File: src/rtl/conv_pool_collector_if.sv
// conv_pool_collector_if: convolution result stream in, pooled result stream out.
interface conv_pool_collector_if #(parameter int DATA_W = 16);
    logic                     i_conv_valid;
    logic                     o_conv_ready;
    logic signed [DATA_W-1:0] i_conv_data;
    logic                     i_conv_row_start;
    logic                     i_conv_row_end;
    logic                     o_pool_valid;
    logic                     i_pool_ready;
    logic signed [DATA_W-1:0] o_pool_data;
    logic [3:0]               o_pool_row;
    logic [3:0]               o_pool_col;
    modport master (
        output i_conv_valid, i_conv_data, i_conv_row_start, i_conv_row_end, i_pool_ready,
        input  o_conv_ready, o_pool_valid, o_pool_data, o_pool_row, o_pool_col
    );
    modport slave (
        input  i_conv_valid, i_conv_data, i_conv_row_start, i_conv_row_end, i_pool_ready,
        output o_conv_ready, o_pool_valid, o_pool_data, o_pool_row, o_pool_col
    );
endinterface

File: src/rtl/conv_pool_collector.sv
// conv_pool_collector: 2x2 stride-2 max pooling of a framed conv map into a one-entry output register.
// Define POOL_RELU_EN to clamp pooled outputs at zero.
module conv_pool_collector #(
    parameter int DATA_W = 16,
    parameter int IN_W   = 28,
    parameter int IN_H   = 28
) (
    input  logic                  clk,
    input  logic                  reset,
    input  logic                  i_start,
    output logic                  o_done,
    output logic                  o_row_err,
    conv_pool_collector_if.slave  bus
);
    localparam int CW = $clog2(IN_W);
    localparam int RW = $clog2(IN_H);
    localparam int BW = $clog2(IN_W / 2);
    typedef enum logic [2:0] {IDLE, EVEN, ODD, DRAIN, DONE} state_t;
    state_t                   state_q, state_d;
    logic [CW-1:0]            col_q, col_d, ecol;
    logic [RW-1:0]            row_q, row_d;
    logic signed [DATA_W-1:0] pair_q, pair_d;
    logic signed [DATA_W-1:0] rowbuf_q [IN_W/2];
    logic                     pv_q, pv_d, err_q, err_d;
    logic signed [DATA_W-1:0] pd_q, pd_d, m1, m2, mx;
    logic [3:0]               prow_q, prow_d, pcol_q, pcol_d;
    logic [BW-1:0]            idx;
    logic                     ready, active, restart, beat, at_end, last, load;
    always_comb begin
        ready   = (state_q == EVEN) || (state_q == ODD && (!pv_q || bus.i_pool_ready));
        active  = (state_q == EVEN) || (state_q == ODD);
        // a row_start mid-row throws away the partial row; this beat becomes col 0
        restart = active && bus.i_conv_row_start && col_q != '0;
        ecol    = restart ? '0 : col_q;
        idx     = ecol[CW-1:1];
        beat    = bus.i_conv_valid && ready;
        at_end  = ecol == CW'(IN_W - 1);
        last    = beat && (at_end || bus.i_conv_row_end);
        load    = beat && state_q == ODD && ecol[0];
        m1      = pair_q > bus.i_conv_data ? pair_q : bus.i_conv_data;
        m2      = rowbuf_q[idx] > m1 ? rowbuf_q[idx] : m1;
`ifdef POOL_RELU_EN
        mx      = m2[DATA_W-1] ? '0 : m2;
`else
        mx      = m2;
`endif
        state_d = state_q;
        row_d   = row_q;
        col_d   = last ? '0 : beat ? ecol + CW'(1) : ecol;
        pair_d  = beat && !ecol[0] ? bus.i_conv_data : pair_q;
        err_d   = err_q | restart | (beat && (at_end != bus.i_conv_row_end));
        pv_d    = load ? 1'b1 : (pv_q && bus.i_pool_ready) ? 1'b0 : pv_q;
        pd_d    = load ? mx : pd_q;
        prow_d  = load ? 4'(row_q >> 1) : prow_q;
        pcol_d  = load ? 4'(idx) : pcol_q;
        case (state_q)
            IDLE: if (i_start) begin
                state_d = EVEN;
                row_d   = '0;
                col_d   = '0;
                err_d   = 1'b0;
            end
            EVEN: if (last) begin
                state_d = ODD;
                row_d   = row_q + RW'(1);
            end
            ODD: if (last) begin
                state_d = row_q == RW'(IN_H - 1) ? DRAIN : EVEN;
                row_d   = row_q == RW'(IN_H - 1) ? row_q : row_q + RW'(1);
            end
            DRAIN: state_d = (!pv_q || bus.i_pool_ready) ? DONE : DRAIN;
            DONE: state_d = IDLE;
            default: state_d = IDLE;
        endcase
    end
    always_ff @(posedge clk or posedge reset) begin
        if (reset) begin
            state_q <= IDLE;
            col_q   <= '0;
            row_q   <= '0;
            pair_q  <= '0;
            err_q   <= 1'b0;
            pv_q    <= 1'b0;
            pd_q    <= '0;
            prow_q  <= '0;
            pcol_q  <= '0;
        end else begin
            state_q <= state_d;
            col_q   <= col_d;
            row_q   <= row_d;
            pair_q  <= pair_d;
            err_q   <= err_d;
            pv_q    <= pv_d;
            pd_q    <= pd_d;
            prow_q  <= prow_d;
            pcol_q  <= pcol_d;
        end
    end
    always_ff @(posedge clk)
        if (beat && state_q == EVEN && ecol[0])
            rowbuf_q[idx] <= m1;
    assign bus.o_conv_ready = ready;
    assign bus.o_pool_valid = pv_q;
    assign bus.o_pool_data  = pd_q;
    assign bus.o_pool_row   = prow_q;
    assign bus.o_pool_col   = pcol_q;
    assign o_done           = state_q == DONE;
    assign o_row_err        = err_q;
endmodule

File: src/flat_wrapper.sv
// flat-port wrapper written by rule: the top's interface ports become plain ports
module conv_pool_collector_flat 
#(
    parameter int DATA_W = 16,
    parameter int IN_W   = 28,
    parameter int IN_H   = 28
)
  (clk, reset, i_start, o_done, o_row_err, bus_i_conv_valid, bus_i_conv_data, bus_i_conv_row_start, bus_i_conv_row_end, bus_i_pool_ready, bus_o_conv_ready, bus_o_pool_valid, bus_o_pool_data, bus_o_pool_row, bus_o_pool_col);
  conv_pool_collector_if #(.DATA_W(DATA_W)) bus_i ();
  input  logic clk;
  input  logic reset;
  input  logic i_start;
  output logic o_done;
  output logic o_row_err;
  input wire logic [$bits(bus_i.i_conv_valid)-1:0] bus_i_conv_valid;
  input wire logic [$bits(bus_i.i_conv_data)-1:0] bus_i_conv_data;
  input wire logic [$bits(bus_i.i_conv_row_start)-1:0] bus_i_conv_row_start;
  input wire logic [$bits(bus_i.i_conv_row_end)-1:0] bus_i_conv_row_end;
  input wire logic [$bits(bus_i.i_pool_ready)-1:0] bus_i_pool_ready;
  output wire logic [$bits(bus_i.o_conv_ready)-1:0] bus_o_conv_ready;
  output wire logic [$bits(bus_i.o_pool_valid)-1:0] bus_o_pool_valid;
  output wire logic [$bits(bus_i.o_pool_data)-1:0] bus_o_pool_data;
  output wire logic [$bits(bus_i.o_pool_row)-1:0] bus_o_pool_row;
  output wire logic [$bits(bus_i.o_pool_col)-1:0] bus_o_pool_col;
  assign bus_i.i_conv_valid = bus_i_conv_valid;
  assign bus_i.i_conv_data = bus_i_conv_data;
  assign bus_i.i_conv_row_start = bus_i_conv_row_start;
  assign bus_i.i_conv_row_end = bus_i_conv_row_end;
  assign bus_i.i_pool_ready = bus_i_pool_ready;
  assign bus_o_conv_ready = bus_i.o_conv_ready;
  assign bus_o_pool_valid = bus_i.o_pool_valid;
  assign bus_o_pool_data = bus_i.o_pool_data;
  assign bus_o_pool_row = bus_i.o_pool_row;
  assign bus_o_pool_col = bus_i.o_pool_col;
  conv_pool_collector #(.DATA_W(DATA_W), .IN_W(IN_W), .IN_H(IN_H)) u_core (.clk(clk), .reset(reset), .i_start(i_start), .o_done(o_done), .o_row_err(o_row_err), .bus(bus_i));
endmodule
File: config.mk
export PLATFORM = sky130hd
export DESIGN_NAME = conv_pool_collector_flat
export DESIGN_NICKNAME = d
export VERILOG_FILES = /design/src/rtl/conv_pool_collector_if.sv /design/src/rtl/conv_pool_collector.sv /design/src/flat_wrapper.sv
export SDC_FILE = /design/constraint.sdc
export NUM_CORES = 1
export LEC_CHECK = 0
export ABC_AREA = 1
export CORE_MARGIN = 3
export CORE_UTILIZATION = 59
export CTS_CLUSTER_SIZE = 14
export DETAILED_ROUTE_END_ITERATION = 8
export GPL_ROUTABILITY_DRIVEN = 0
export PLACE_DENSITY = 0.81
export SKIP_CTS_REPAIR_TIMING = 1
export SLEW_MARGIN = 25
export SYNTH_ARGS = -nofsm -noshare
export SYNTH_HDL_FRONTEND = slang
export SYNTH_SLANG_ARGS = --single-unit
File: constraint.sdc
create_clock -name clk -period 5.3 [get_ports clk]
set_clock_uncertainty 0.15 [all_clocks]
set_input_delay 1.06 -clock clk [delete_from_list [all_inputs] [get_ports clk]]
set_output_delay 1.06 -clock clk [all_outputs]
set_load 0.01 [all_outputs]
==> results of run 1 <==
power by group through the flow:
stage,registers [uW],logic [uW],clock network [uW]
2_1_floorplan,3210,2130,0
4_1_cts,3190,3450,2040
5_1_grt,3210,3890,2140
3_5_place_dp,3230,3420,0
3_3_place_gp,3230,3320,0
6_report,3190,3490,2020
stage by stage:
step	worst slack [ns]	hold WS [ns]	utilization, %	cells
after floorplan	0.6485	0.3355	-	1483
final	0.7537	0.3327	69.99	1866
after global placement	0.4016	0.3144	65.72	1813
after CTS	0.8458	0.3355	69.98	1866
after global routing	0.3206	0.3597	69.99	1866
after detailed placement	0.2851	0.3185	65.72	1813
worst max-delay path: cells and delay by family:
kind | cells | cell delay [ns]
buffers and inverters | 7 | 1.29
AND/OR/NAND/NOR | 20 | 1.55
AO/OA/AOI/OAI | 2 | 0.29
adder cells (fa/ha/maj) | 2 | 0.63
per-layer routing:
| layer | track usage [%] | routed length, um | vias up |
|---|---|---|---|
| met1 | 38.39 | 13410 | 4898 |
| met5 | 0 | 0 | - |
| met4 | 10.04 | 1287 | 0 |
| met2 | 46.83 | 16660 | 530 |
| li1 | - | - | 4958 |
| met3 | 4.975 | 3355 | 99 |
cell usage in the layout (no fill, tap or decap), types with 7 or more instances in the layout:
cell             netlist  layout
clkbuf_16              0      29
nand3b_1              26      26
nand2_1              499     499
clkdlybuf4s50_1        0      50
dfrtp_1               55      54
inv_1                240     239
o21ai_1               15      15
buf_4                  9      59
o21ai_0               14      14
nor2_1                75      75
a21oi_1               30      30
clkinv_2               0       9
nand3_1              103     103
nor3_1                 7       7
ha_1                  36      35
edfxtp_1             224     224
nand4_1               60      60
flip-flops by register name, summed over array words and instances (netlist names):
register,flops
u_core.bus.o_pool_col,4
u_core.col_q,5
u_core.bus.o_pool_row,4
u_core.row_q,5
u_core.rowbuf_q,224
u_core.pair_q,16
u_core.o_row_err,1
u_core.state_q,3
u_core.bus.o_pool_valid,1
u_core.bus.o_pool_data,16
worst paths after layout:
check | slack [ns] | to | cells after the start
setup / recovery | 0.75 | u_core.bus.o_pool_data[5] | 31
hold / removal | 0.33 | u_core.bus.o_pool_data[12] | 2
setup reg to reg | 1.08 | u_core.bus.o_pool_data[5] | 25
hold reg to reg | 0.33 | u_core.bus.o_pool_data[12] | 2
max in group asynchronous | 3.38 | u_core.col_q[1] | 3
min in group asynchronous | 0.76 | u_core.bus.o_pool_data[15] | 2
cell type report:
cell class | count | area [um^2] | area share (%)
clock inverter | 18 | 170.2 | 1.094
inverter | 247 | 927.1 | 5.959
sequential | 279 | 8104 | 52.09
tap | 280 | 350.3 | 2.252
multi-input combinational | 898 | 4285 | 27.54
timing repair buffer | 109 | 943.4 | 6.064
clock buffer | 35 | 778.2 | 5.002
kinds of logic (layout without fill, tap and decap cells):
| group | Yosys count | after routing | synth area share [%] |
|---|---|---|---|
| AO/OA/AOI/OAI | 73 | 73 | 2.937 |
| buffers and inverters | 306 | 409 | 8.857 |
| AND/OR/NAND/NOR | 784 | 784 | 24.94 |
| adder cells (fa/ha/maj) | 36 | 36 | 3.315 |
| XOR/XNOR | 5 | 5 | 0.3222 |
| flip-flops | 279 | 279 | 59.63 |
==> summary.md, run 1 <==
| Metric | Value |
|---|---|
| Max clock buf depth | `3` |
| Sw Share | `38.66%` |
| Antenna diode instance count | `0` |
| Clk pin slew, worst setup/hold paths | `0.07 ns` |
| Measured slew at the worst slew-check pin | `0.8518 ns` |
| Largest area contributor in the netlist | `edfxtp_1` |
| Most common cell in the netlist | `nand2_1` |
| CP max-delay cell | `clkdlybuf4s50_1` |
| Syn Nets | `1542` |
| Gr usage total | `28.40%` |
| Floorplan die height | `157.8 um` |
| Avg Cell Area, Syn | `9.163 um^2` |
| Most used DFF post-synth | `edfxtp_1` |
| Share of the cycle needed by the critical path after routing | `85.78%` |
| Clock root cell | `clkbuf_16` |
| Die X | `157.8 um` |
| Share of total power in combinational logic | `40.1%` |
| Drt drc | `0` |
| Worst VDD drop | `286.4 uV` |
| Clock latency on the worst-skew pair | `0.55 ns` |
| RR Startpoint | `u_core.state_q[0]` |
| Detailed-route wire length | `34710 um` |
| Ranking of synthesized cells by area | `edfxtp_1 49%, nand2_1 14%, dfrtp_1 10%, inv_1 6.6%, nand3_1 3.8%` |
| Largest net degree at the start of global routing | `51` |
| Status | `completed` |
| Count of final hold-check violations | `0` |
| Initial core utilization | `61.13%` |
| Initial antenna violation count | `0` |
| Total CTS buffers | `29` |
| Synth top area share | `49.50%` |
| PortBufs | `50` |
| Number of synthesized flops with an enable pin | `224` |
| Core outline area | `22230 um^2` |
| Post-synthesis cell count | `1483` |
| Site Rows | `54` |
| Fillers | `1603` |
| Most frequent CP cell | `nand2_1` |
| Nets | `1623` |
| Drt pass-1 iters | `5` |
| Switch Pwr | `3365 uW` |
| Setup TNS | `0 ns` |
| Vias in the first global route | `10230` |
| Worst hold path type | `flip-flop to flip-flop` |
| Asr flop ratio synth | `19.71%` |
| Max Transition Viols Final | `0` |
| Clock Power Share | `23.2%` |
| Vias | `10490` |
| Seq/Total Area, Yosys | `59.63%` |
| Post-layout instance area | `15560 um^2` |
| Antenna viol nets, final | `0` |
| Startpoint Class | `input port` |
| Synth cell count leaders | `499 x nand2_1, 240 x inv_1, 224 x edfxtp_1` |
| I/O pins | `51` |
| Global-route wire length before repair | `54810 um` |
| Synthesized area | `13590 um^2` |
| CTS H-Tree Depth | `1` |
| Reg power frac | `36.7%` |
| Min Clock Period, post-route | `4.546 ns` |
| Drt wl/cell | `18.60 um` |
| Global route overflow | `0` |
| HPWL after detailed placement | `23260 um` |
| Clk sinks | `279` |
| Critical path origin | `bus_i_conv_data[3]` |
| Crit end category | `flip-flop` |
| Fmax | `220.0 MHz` |
| Setup violators final | `0` |
| Ys Warns | `0` |
| Hold wc startpoint | `u_core.bus.o_pool_data[12]` |
| First DRT Iteration DRCs | `1199` |
| CP Max Fanout | `16` |
| Number of max-cap violations | `0` |
| Routed vias/inst | `5.619` |
| Dpl cell area | `14610 um^2` |
| RSZ-0062 raised after global routing | `false` |
| Pwr Density | `559.5 nW/um^2` |
| Post-synthesis register bit count | `279` |
| Share of cells above drive strength 1 | `8.071%` |
| P_leak | `0.007198 uW` |
| Overall power | `8705 uW` |
| CP max stage delay | `0.51 ns` |
| CP arrival | `4.83 ns` |
| Die ar. | `24890 um^2` |
| Pint | `5340 uW` |
| Area Overhead vs Synth | `14.49%` |
| Crit path kind | `input port to flip-flop` |
| Slew headroom | `43.00%` |
| Worst Path Required | `5.59 ns` |
| Post-synth cell types | `37` |
| CTS tree | `done` |
Note: power is estimated with default switching activity, not from simulation.
==> inputs of run 2 (changes only) <==
- CORE_UTILIZATION: 59 -> 30
- PLACE_DENSITY: 0.81 -> 0.49
==> run 2 against run 1 <==
Against the previous run:
- via count shrank 4.8%
- die area grew 92%
- core utilization shrank 34 points
- first-iteration DRC count shrank 48%
- final area grew 3.0%
==> summary.md, run 2 (same netlist as run 1, synthesis figures left out) <==
| Metric | Value |
|---|---|
| Total CTS buffers | `31 (was 29)` |
| Clk pin slew, worst setup/hold paths | `0.06 ns (was 0.07 ns)` |
| Reg power frac | `36.0% (was 36.7%)` |
| Antenna diode instance count | `0 (unchanged)` |
| Clock latency on the worst-skew pair | `0.57 ns (was 0.55 ns)` |
| Pint | `5365 uW (was 5340 uW)` |
| Most common cell after layout, fill and taps aside | `nand2_1 (unchanged)` |
| Post-layout util | `36.02% (was 69.99%)` |
| Global-route wire length before repair | `59170 um (was 54810 um)` |
| Number of max-cap violations | `0 (unchanged)` |
| Max clock buf depth | `3 (unchanged)` |
| Worst VDD drop | `294.7 uV (was 286.4 uV)` |
| Core outline area | `44510 um^2 (was 22230 um^2)` |
| Max reg flops | `224 (unchanged)` |
| Status | `completed (unchanged)` |
| Pwr Density | `551.6 nW/um^2 (was 559.5 nW/um^2)` |
| Share of cells above drive strength 1 | `8.045% (was 8.071%)` |
| Hold wc startpoint | `u_core.bus.o_pool_row[0] (was u_core.bus.o_pool_data[12])` |
| RSZ-0062 raised after global routing | `false (unchanged)` |
| Reg-to-Reg End | `u_core.bus.o_pool_data[5] (unchanged)` |
| Fillers | `4554 (was 1603)` |
| Nets | `1626 (was 1623)` |
| Worst hold path type | `flip-flop to flip-flop (unchanged)` |
| CTS tree | `done (unchanged)` |
| CP max-delay cell | `clkdlybuf4s50_1 (unchanged)` |
| Count of final hold-check violations | `0 (unchanged)` |
| Grt met2 use | `27.70% (was 46.83%)` |
| Clock root cell | `clkbuf_16 (unchanged)` |
| Min Clock Period, post-route | `4.665 ns (was 4.546 ns)` |
| Fmax | `214.4 MHz (was 220.0 MHz)` |
| Antenna viol nets, final | `0 (unchanged)` |
| Drt drc | `0 (unchanged)` |
| Clock Power Share | `23.5% (was 23.2%)` |
| Routed vias/inst | `4.574 (was 5.619)` |
| HPWL after detailed placement | `25570 um (was 23260 um)` |
| Met1 Usage GRT | `21.23% (was 38.39%)` |
| Measured slew at the worst slew-check pin | `0.7664 ns (was 0.8518 ns)` |
| CTS H-Tree Depth | `1 (unchanged)` |
| Initial core utilization | `30.53% (was 61.13%)` |
| Global route overflow | `0 (unchanged)` |
| Area Overhead vs Synth | `17.96% (was 14.49%)` |
| Most frequent CP cell | `nand2_1 (unchanged)` |
| Share of total power in combinational logic | `40.5% (was 40.1%)` |
| CP max stage delay | `0.52 ns (was 0.51 ns)` |
| Detailed-route wire length | `38170 um (was 34710 um)` |
| Share of the cycle needed by the critical path after routing | `88.01% (was 85.78%)` |
| Crit end category | `flip-flop (unchanged)` |
| Flop-to-flop setup slack | `0.94 ns (was 1.08 ns)` |
| Hold Path Sink | `u_core.bus.o_pool_row[0] (was u_core.bus.o_pool_data[12])` |
| P_leak | `0.007223 uW (was 0.007198 uW)` |
| Clk sinks | `279 (unchanged)` |
| Largest net degree at the start of global routing | `56 (was 51)` |
| Reg2reg path depth | `21 (was 25)` |
| Reg with most FFs | `u_core.rowbuf_q (unchanged)` |
| Crit path kind | `input port to flip-flop (unchanged)` |
| Slew headroom | `48.91% (was 43.00%)` |
| Switch Pwr | `3478 uW (was 3365 uW)` |
| Drt wl/cell | `17.48 um (was 18.60 um)` |
| WHS Path Cells | `2 (unchanged)` |
| First DRT Iteration DRCs | `622 (was 1199)` |
| Sw Share | `39.33% (was 38.66%)` |
| Max Transition Viols Final | `0 (unchanged)` |
| I/O pins | `51 (unchanged)` |
| Drt pass-1 iters | `4 (was 5)` |
| Vias in the first global route | `9908 (was 10230)` |
| Vias | `9984 (was 10490)` |
| Die X | `218.8 um (was 157.8 um)` |
| PortBufs | `50 (unchanged)` |
| Site Rows | `77 (was 54)` |
| Worst Path Required | `5.59 ns (about the same)` |
| Floorplan die height | `218.8 um (was 157.8 um)` |
| CP arrival | `4.96 ns (was 4.83 ns)` |
| Met3 GRT Util | `2.395% (was 4.975%)` |
| Setup TNS | `0 ns (unchanged)` |
| Top Usage Layer GRT | `met2 (unchanged)` |
| Die ar. | `47890 um^2 (was 24890 um^2)` |
| Startpoint Class | `input port (unchanged)` |
| Most frequent cells in the layout | `499 x nand2_1, 239 x inv_1, 224 x edfxtp_1 (unchanged)` |
| Setup violators final | `0 (unchanged)` |
| CP Max Fanout | `16 (unchanged)` |
| Gr usage total | `16.10% (was 28.40%)` |
| RR Startpoint | `u_core.state_q[0] (unchanged)` |
| Initial antenna violation count | `0 (unchanged)` |
-- run 2: cell types whose count changed in the layout (fill, tap and decap cells not counted), moves of 2 or more --
cell / previous run / this run
nor2_1: 75 / 72
clkbuf_8: 3 / 0
buf_12: 0 / 4
buf_4: 59 / 56
nor2_2: 3 / 6
clkinv_1: 6 / 9
clkbuf_1: 3 / 7
clkbuf_16: 29 / 31
-- run 2: critical path, delay by kind of cell --
kind                     cells  cell delay [ns]
AND/OR/NAND/NOR             13             1.28
buffers and inverters        5             1.30
AO/OA/AOI/OAI                5             0.67
adder cells (fa/ha/maj)      2             0.64
-- run 2: through the flow --
step / setup WS, ns / total power [uW] / hold WS, ns / instance area [um^2] / std cells
after floorplan: 0.6485 / 5346 / 0.3355 / 13590 / 1483
final: 0.6355 / 8843 / 0.3269 / 16030 / 2183
after CTS: 0.7308 / 8936 / 0.3359 / 16030 / 2183
after global placement: 0.2250 / 6801 / 0.3244 / 15060 / 2126
after detailed placement: 0.1407 / 6838 / 0.3232 / 15060 / 2126
after global routing: 0.1792 / 9481 / 0.3695 / 16030 / 2183
-- run 2: area by class of cell --
type / instances / area, um^2 / share of cell area [%]
timing repair buffer: 110 / 1001 / 6.244
multi-input combinational: 898 / 4290 / 26.76
clock buffer: 38 / 802.0 / 5.003
clock inverter: 19 / 165.2 / 1.030
sequential: 279 / 8104 / 50.55
tap: 592 / 740.7 / 4.621
inverter: 247 / 927.1 / 5.784
-- run 2: worst max path at each step --
stage,startpoint,endpoint
after floorplan,bus_i_conv_data[9],u_core.bus.o_pool_data[10]
after global placement,bus_i_conv_data[13],u_core.bus.o_pool_data[10]
after detailed placement,bus_i_conv_data[15],u_core.bus.o_pool_data[12]
after CTS,bus_i_conv_data[15],u_core.bus.o_pool_data[12]
after global routing,bus_i_conv_data[15],u_core.bus.o_pool_data[11]
final,bus_i_conv_data[15],u_core.bus.o_pool_data[5]
-- run 2: per-layer routing --
| layer | part of all wire (%) | wire length, um |
|---|---|---|
| met5 | 0 | 0 |
| met4 | 2.5 | 970 |
| met3 | 4.3 | 1645 |
| met2 | 48 | 18490 |
| met1 | 45 | 17060 |
-- run 2: power groups by stage --
stage,sequential [uW],clock (uW),combinational [uW]
floorplan,3210,0,2130
global placement,3230,0,3570
detailed placement,3230,0,3610
CTS,3180,2130,3620
global route,3200,2230,4050
finish,3180,2080,3580
